`config.mk`:
```
export PLATFORM = sky130hd
export DESIGN_NAME = multicycle_controller
export DESIGN_NICKNAME = d
export VERILOG_FILES = /design/src/rtl/multicycle_controller.sv
export SDC_FILE = /design/constraint.sdc
export NUM_CORES = 1
export LEC_CHECK = 0
export CORE_MARGIN = 3
export CORE_UTILIZATION = 43
export DETAILED_ROUTE_END_ITERATION = 12
export DONT_BUFFER_PORTS = 1
export PLACE_DENSITY = 0.57
export SYNTH_ARGS = -nofsm -noshare
export SYNTH_HDL_FRONTEND = slang
export SYNTH_SLANG_ARGS = --single-unit
```
`constraint.sdc`:
```
create_clock -name clk -period 1.35 [get_ports clk]
set_input_delay 0.135 -clock clk [delete_from_list [all_inputs] [get_ports clk]]
set_output_delay 0.135 -clock clk [all_outputs]
set_load 0.02 [all_outputs]
```
`src/rtl/multicycle_controller.sv`:
```
`default_nettype none
// ============================================================================
// Module  : multicycle_controller
// Brief   : Main sequencing FSM for the multi-cycle RV32I datapath.
// Revision: 1.0 - initial release
// ============================================================================
module multicycle_controller #(
  parameter bit ILLEGAL_HALT = 1'b1
) (
  input  logic       clk,
  input  logic       rst,
  input  logic [6:0] opcode,
  input  logic [2:0] funct3,
  input  logic [6:0] funct7,
  input  logic       zero,
  input  logic       neg,
  input  logic       mem_ready,
  output logic       PCWrite,
  output logic       AdrSrc,
  output logic       MemWrite,
  output logic       IRWrite,
  output logic [1:0] ResultSrc,
  output logic [1:0] ALUSrcA,
  output logic [1:0] ALUSrcB,
  output logic [2:0] ALUControl,
  output logic [2:0] ImmSrc,
  output logic       RegWrite,
  output logic       halted
);

  localparam logic [6:0] c_OP_LW     = 7'b0000011;
  localparam logic [6:0] c_OP_SW     = 7'b0100011;
  localparam logic [6:0] c_OP_R      = 7'b0110011;
  localparam logic [6:0] c_OP_I      = 7'b0010011;
  localparam logic [6:0] c_OP_BRANCH = 7'b1100011;
  localparam logic [6:0] c_OP_JAL    = 7'b1101111;
  localparam logic [6:0] c_OP_JALR   = 7'b1100111;
  localparam logic [6:0] c_OP_LUI    = 7'b0110111;

  localparam logic [2:0] c_ALU_ADD = 3'b000;
  localparam logic [2:0] c_ALU_SUB = 3'b001;
  localparam logic [2:0] c_ALU_AND = 3'b010;
  localparam logic [2:0] c_ALU_OR  = 3'b011;
  localparam logic [2:0] c_ALU_SLT = 3'b100;
  localparam logic [2:0] c_ALU_XOR = 3'b101;

  localparam logic [2:0] c_IMM_I = 3'b000;
  localparam logic [2:0] c_IMM_S = 3'b001;
  localparam logic [2:0] c_IMM_B = 3'b010;
  localparam logic [2:0] c_IMM_J = 3'b011;
  localparam logic [2:0] c_IMM_U = 3'b100;

  typedef enum logic [3:0] {
    S_FETCH    = 4'd0,
    S_DECODE   = 4'd1,
    S_MEMADR   = 4'd2,
    S_MEMREAD  = 4'd3,
    S_MEMWB    = 4'd4,
    S_MEMWRITE = 4'd5,
    S_EXECR    = 4'd6,
    S_EXECI    = 4'd7,
    S_ALUWB    = 4'd8,
    S_EXECJALR = 4'd9,
    S_JAL      = 4'd10,
    S_BRANCH   = 4'd11,
    S_LUI      = 4'd12,
    S_HALT     = 4'd13
  } state_t;

  state_t     r_state;
  state_t     w_next;
  logic [2:0] w_alu_f3;
  logic       w_taken;
  logic       w_unused;

  // Only funct7[5] distinguishes sub from add among supported ops.
  assign w_unused = ^{funct7[6], funct7[4:0]};

  always_ff @(posedge clk) begin
    if (rst) r_state <= S_FETCH;
    else     r_state <= w_next;
  end

  // funct3 -> ALU operation shared by register and immediate ALU forms.
  always_comb begin
    w_alu_f3 = c_ALU_ADD;
    case (funct3)
      3'b111:  w_alu_f3 = c_ALU_AND;
      3'b110:  w_alu_f3 = c_ALU_OR;
      3'b010:  w_alu_f3 = c_ALU_SLT;
      3'b100:  w_alu_f3 = c_ALU_XOR;
      default: w_alu_f3 = c_ALU_ADD;
    endcase
  end

  always_comb begin
    w_taken = 1'b0;
    case (funct3)
      3'b000:  w_taken = zero;
      3'b001:  w_taken = ~zero;
      3'b100:  w_taken = neg;
      3'b101:  w_taken = ~neg;
      default: w_taken = 1'b0;
    endcase
  end

  always_comb begin
    w_next = S_FETCH;
    case (r_state)
      S_FETCH:    w_next = mem_ready ? S_DECODE : S_FETCH;
      S_DECODE: begin
        case (opcode)
          c_OP_LW, c_OP_SW: w_next = S_MEMADR;
          c_OP_R:           w_next = S_EXECR;
          c_OP_I:           w_next = S_EXECI;
          c_OP_BRANCH:      w_next = S_BRANCH;
          c_OP_JAL:         w_next = S_JAL;
          c_OP_JALR:        w_next = S_EXECJALR;
          c_OP_LUI:         w_next = S_LUI;
          default:          w_next = ILLEGAL_HALT ? S_HALT : S_FETCH;
        endcase
      end
      S_MEMADR:   w_next = (opcode == c_OP_SW) ? S_MEMWRITE : S_MEMREAD;
      S_MEMREAD:  w_next = mem_ready ? S_MEMWB : S_MEMREAD;
      S_MEMWB:    w_next = S_FETCH;
      S_MEMWRITE: w_next = mem_ready ? S_FETCH : S_MEMWRITE;
      S_EXECR:    w_next = S_ALUWB;
      S_EXECI:    w_next = S_ALUWB;
      S_ALUWB:    w_next = S_FETCH;
      S_EXECJALR: w_next = S_JAL;
      S_JAL:      w_next = S_ALUWB;
      S_BRANCH:   w_next = S_FETCH;
      S_LUI:      w_next = S_FETCH;
      S_HALT:     w_next = S_HALT;
      default:    w_next = S_FETCH;
    endcase
  end

  // Outputs are forced to zero while rst is high so an in-flight write is dropped.
  always_comb begin
    PCWrite    = 1'b0;
    AdrSrc     = 1'b0;
    MemWrite   = 1'b0;
    IRWrite    = 1'b0;
    ResultSrc  = 2'b00;
    ALUSrcA    = 2'b00;
    ALUSrcB    = 2'b00;
    ALUControl = c_ALU_ADD;
    ImmSrc     = c_IMM_I;
    RegWrite   = 1'b0;
    halted     = 1'b0;
    if (!rst) begin
      case (r_state)
        S_FETCH: begin
          ALUSrcB   = 2'b10;
          ResultSrc = 2'b10;
          IRWrite   = mem_ready;
          PCWrite   = mem_ready;
        end
        S_DECODE: begin
          ALUSrcA = 2'b01;
          ALUSrcB = 2'b01;
          ImmSrc  = (opcode == c_OP_JAL) ? c_IMM_J : c_IMM_B;
        end
        S_MEMADR: begin
          ALUSrcA = 2'b10;
          ALUSrcB = 2'b01;
          ImmSrc  = (opcode == c_OP_SW) ? c_IMM_S : c_IMM_I;
        end
        S_MEMREAD: AdrSrc = 1'b1;
        S_MEMWB: begin
          ResultSrc = 2'b01;
          RegWrite  = 1'b1;
        end
        S_MEMWRITE: begin
          AdrSrc   = 1'b1;
          MemWrite = 1'b1;
        end
        S_EXECR: begin
          ALUSrcA    = 2'b10;
          ALUControl = (funct3 == 3'b000 && funct7[5]) ? c_ALU_SUB : w_alu_f3;
        end
        S_EXECI: begin
          ALUSrcA    = 2'b10;
          ALUSrcB    = 2'b01;
          ALUControl = w_alu_f3;
        end
        S_ALUWB: RegWrite = 1'b1;
        S_EXECJALR: begin
          ALUSrcA = 2'b10;
          ALUSrcB = 2'b01;
        end
        S_JAL: begin
          PCWrite = 1'b1;
          ALUSrcA = 2'b01;
          ALUSrcB = 2'b10;
        end
        S_BRANCH: begin
          ALUSrcA    = 2'b10;
          ALUControl = c_ALU_SUB;
          PCWrite    = w_taken;
        end
        S_LUI: begin
          ImmSrc    = c_IMM_U;
          ResultSrc = 2'b11;
          RegWrite  = 1'b1;
        end
        S_HALT:  halted = 1'b1;
        default: ;
      endcase
    end
  end

endmodule
`default_nettype wire

```
==> impl_metrics.yaml <==
place:
  dp_slack_ns: -0.127
  dpl_cell_area_um2: 985
  gp_congestion: 0.818
  io_buffers: 0
  dpl.hpwl_um: 1730
setup_path:
  cp_top_family: "simple AND/OR/NAND/NOR gates"
  critical_path_buf_inv_count: 0
  reg2reg_slack_ns: -0.16
  arrival_ns: 1.54
  rr_endpoint: "r_state[2]"
  endpoint: "PCWrite"
  crit_path_start_kind: "flop"
  critPathMaxStageDelay_ns: 0.51
  r2r_start: "r_state[1]"
  worstPathRequired_ns: 1.22
  crit_fanout: 4
  reg2regPathDepth: 7
  critPathSlowestCell: "or4_4"
  cp_cell_sequence: "nor2b_4, nand2_2, or4_4, a21oi_4"
  cp.depth: 4
  path_class: "reg -> out"
  worstSetupStartpoint: "r_state[0]"
  end_kind: "primary output"
power:
  fin_total_pwr_uw: 2140
  ir_worst_vdd_v: 0.00106
  p_per_area_nw_per_um2: 1660
  p_leak_uw: 0.000502
floorplanning:
  die_area_um2: 2060
  die_height_um: 45.4
  rows: 13
  die_w_um: 45.4
  start_util: 0.482
  io_pins: 40
  core_um2: 1380
sta:
  finalSetupTns_ns: -2.77
  rsz0062_at_grt: "true"
  setup_ws_ns: -0.329
  finalClockSkew_ns: 0.0118
  fmax_ghz: 0.596
  finalHoldViolations: 0
  slew_headroom: 0.724
  slew_viol_final: 0
  finalCritPeriodShare: 1.24
  worst_pin_slew_ns: 0.410
  setup_viol: 22
  hold_ws_ns: 0.125
  fin_crit_ns: 1.68
grt:
  grt_pass1_vias: 975
  grt_max_degree: 15
  grtUsageMet3: 0.0553
  grt_use_met2: 0.532
  met1_usage: 0.360
  grt_use_total: 0.291
  overflow: 0
  grt_pass1_wl_um: 4460
  antenna_found_initial: 0
  busiest_layer: "met2"
clocking:
  tritoncts: "done"
  hold_buffers: 0
  root_buffer: "clkbuf_4"
  cts_buffer_depth: 2
  clkLatencyLatePin_ns: 0.24
  numCtsBuffers: 3
  htreeDepth: 1
  cts_sinks: 4
  clk_pin_slew_ns: 0.05
logic_synthesis:
  synthCells: 105
  netlist_area_um2: 667
  ys.warnings.count: 0
  ys_seq_area_frac: 0.120
  syn_area_per_cell_um2: 6.35
  synth.distinct_cells: 33
  synth.ff_latch_count: 4
  synth_fp_nets: 127
final_layout:
  stdcell_area_um2: 1290
  nNetsFinal: 171
  reg_top3: "r_state x4"
  final_cell_mix: "buf_4 (38), buf_6 (8), nand2_1 (6), nor3_2 (5), nor2_1 (5)"
  final_common_cell: "buf_4"
  regArea_um2: 95.1
  fill_cells: 47
  drive_above_1_share: 0.653
  diodes: 0
  syn_to_final_growth_pct: 93.4
  multiInputGateArea_um2: 759
  top_register: "r_state"
  largest_reg_flops: 4
detailed_routing:
  remaining_drc_errors: 0
  dr.pass1.iters: 4
  drtIter0Drc: 49
  vias: 1077
  antenna_left: 0
  post_drt_wl_per_cell_um: 21.9
  wl_um: 3540
  routed_via_density: 6.65
run:
  maxCapViolCount: 0
status:
  run_status: "complete, but fails checks"
  violations: "negative setup slack"
min_path:
  hold_class: "in -> reg"
[cells in the mapped netlist, drive strengths merged]
cell    count  area, um2
a211o       1       8.76
a21bo       1       10.0
a21oi      11       55.1
a31oi       3       18.8
a32oi       1       8.76
and2        2       12.5
and2b       1       7.51
and3        2       12.5
buf         5       36.3
clkbuf      2       7.51
dfxtp       4       80.1
inv         5       18.8
mux2i       2       20.0
nand2       8       30.0
nand2b      5       31.3
nand4       2       12.5
nor2       13       48.8
nor2b       2       12.5
nor3       10       50.1
nor4        4       40.0
nor4bb      1       10.0
o211ai      1       7.51
o21ai       7       35.0
o21bai      1       7.51
o41ai       1       8.76
or2b        2       15.0
or3         3       18.8
or4         1       7.51
xnor2       3       26.3
xor2        1       8.76
[cell families after synthesis]
family                 count (synthesis)  synth area share
AO/OA/AOI/OAI                         27             0.240
XOR/XNOR                               4            0.0525
buffers and inverters                 12            0.0938
flip-flops                             4             0.120
multiplexers                           2            0.0300
AND/OR/NAND/NOR                       56             0.463
[worst min-delay path by stage]
stage                   start    endpoint  slack, ns  cells after the start
global route              rst  r_state[0]       0.13                      2
finish                    rst  r_state[0]       0.13                      2
global placement          rst     PCWrite       0.30                      1
floorplan           opcode[4]  r_state[2]       0.36                      2
CTS                       rst  r_state[1]       0.12                      2
detailed placement        rst     PCWrite       0.30                      1
[report_power, final]
group          internal [uW]  switching (uW)
sequential               177            61.1
clock                   99.7            52.5
combinational            790             958
total                   1070            1070
[timing repair]
item / 4_1_cts / 5_1_grt
setup buffers: 7 / 5
setup endpoints to repair: 22 / 22
pin swaps: 17 / 5
hold endpoints to repair: 0 / 0
resized for setup: 48 / 13
[metal layers]
layer / wire length [um] / vias up
met5: 0 / -
met4: 131 / 0
met3: 327 / 14
met2: 1780 / 77
met1: 1300 / 525
li1: - / 461
[cell type report]
class	count	share of cell area
inverter	5	0.0145
tap	15	0.0145
clock buffer	3	0.0175
sequential	4	0.0737
timing repair buffer	46	0.291
multi-input combinational	89	0.589
[through the flow]
step           utilization  cells
5_1_grt              0.933    162
3_3_place_gp         0.712    149
6_report             0.933    162
4_1_cts              0.880    158
3_5_place_dp         0.712    149
2_1_floorplan            -    105
Power figures use the tool's default switching activity.
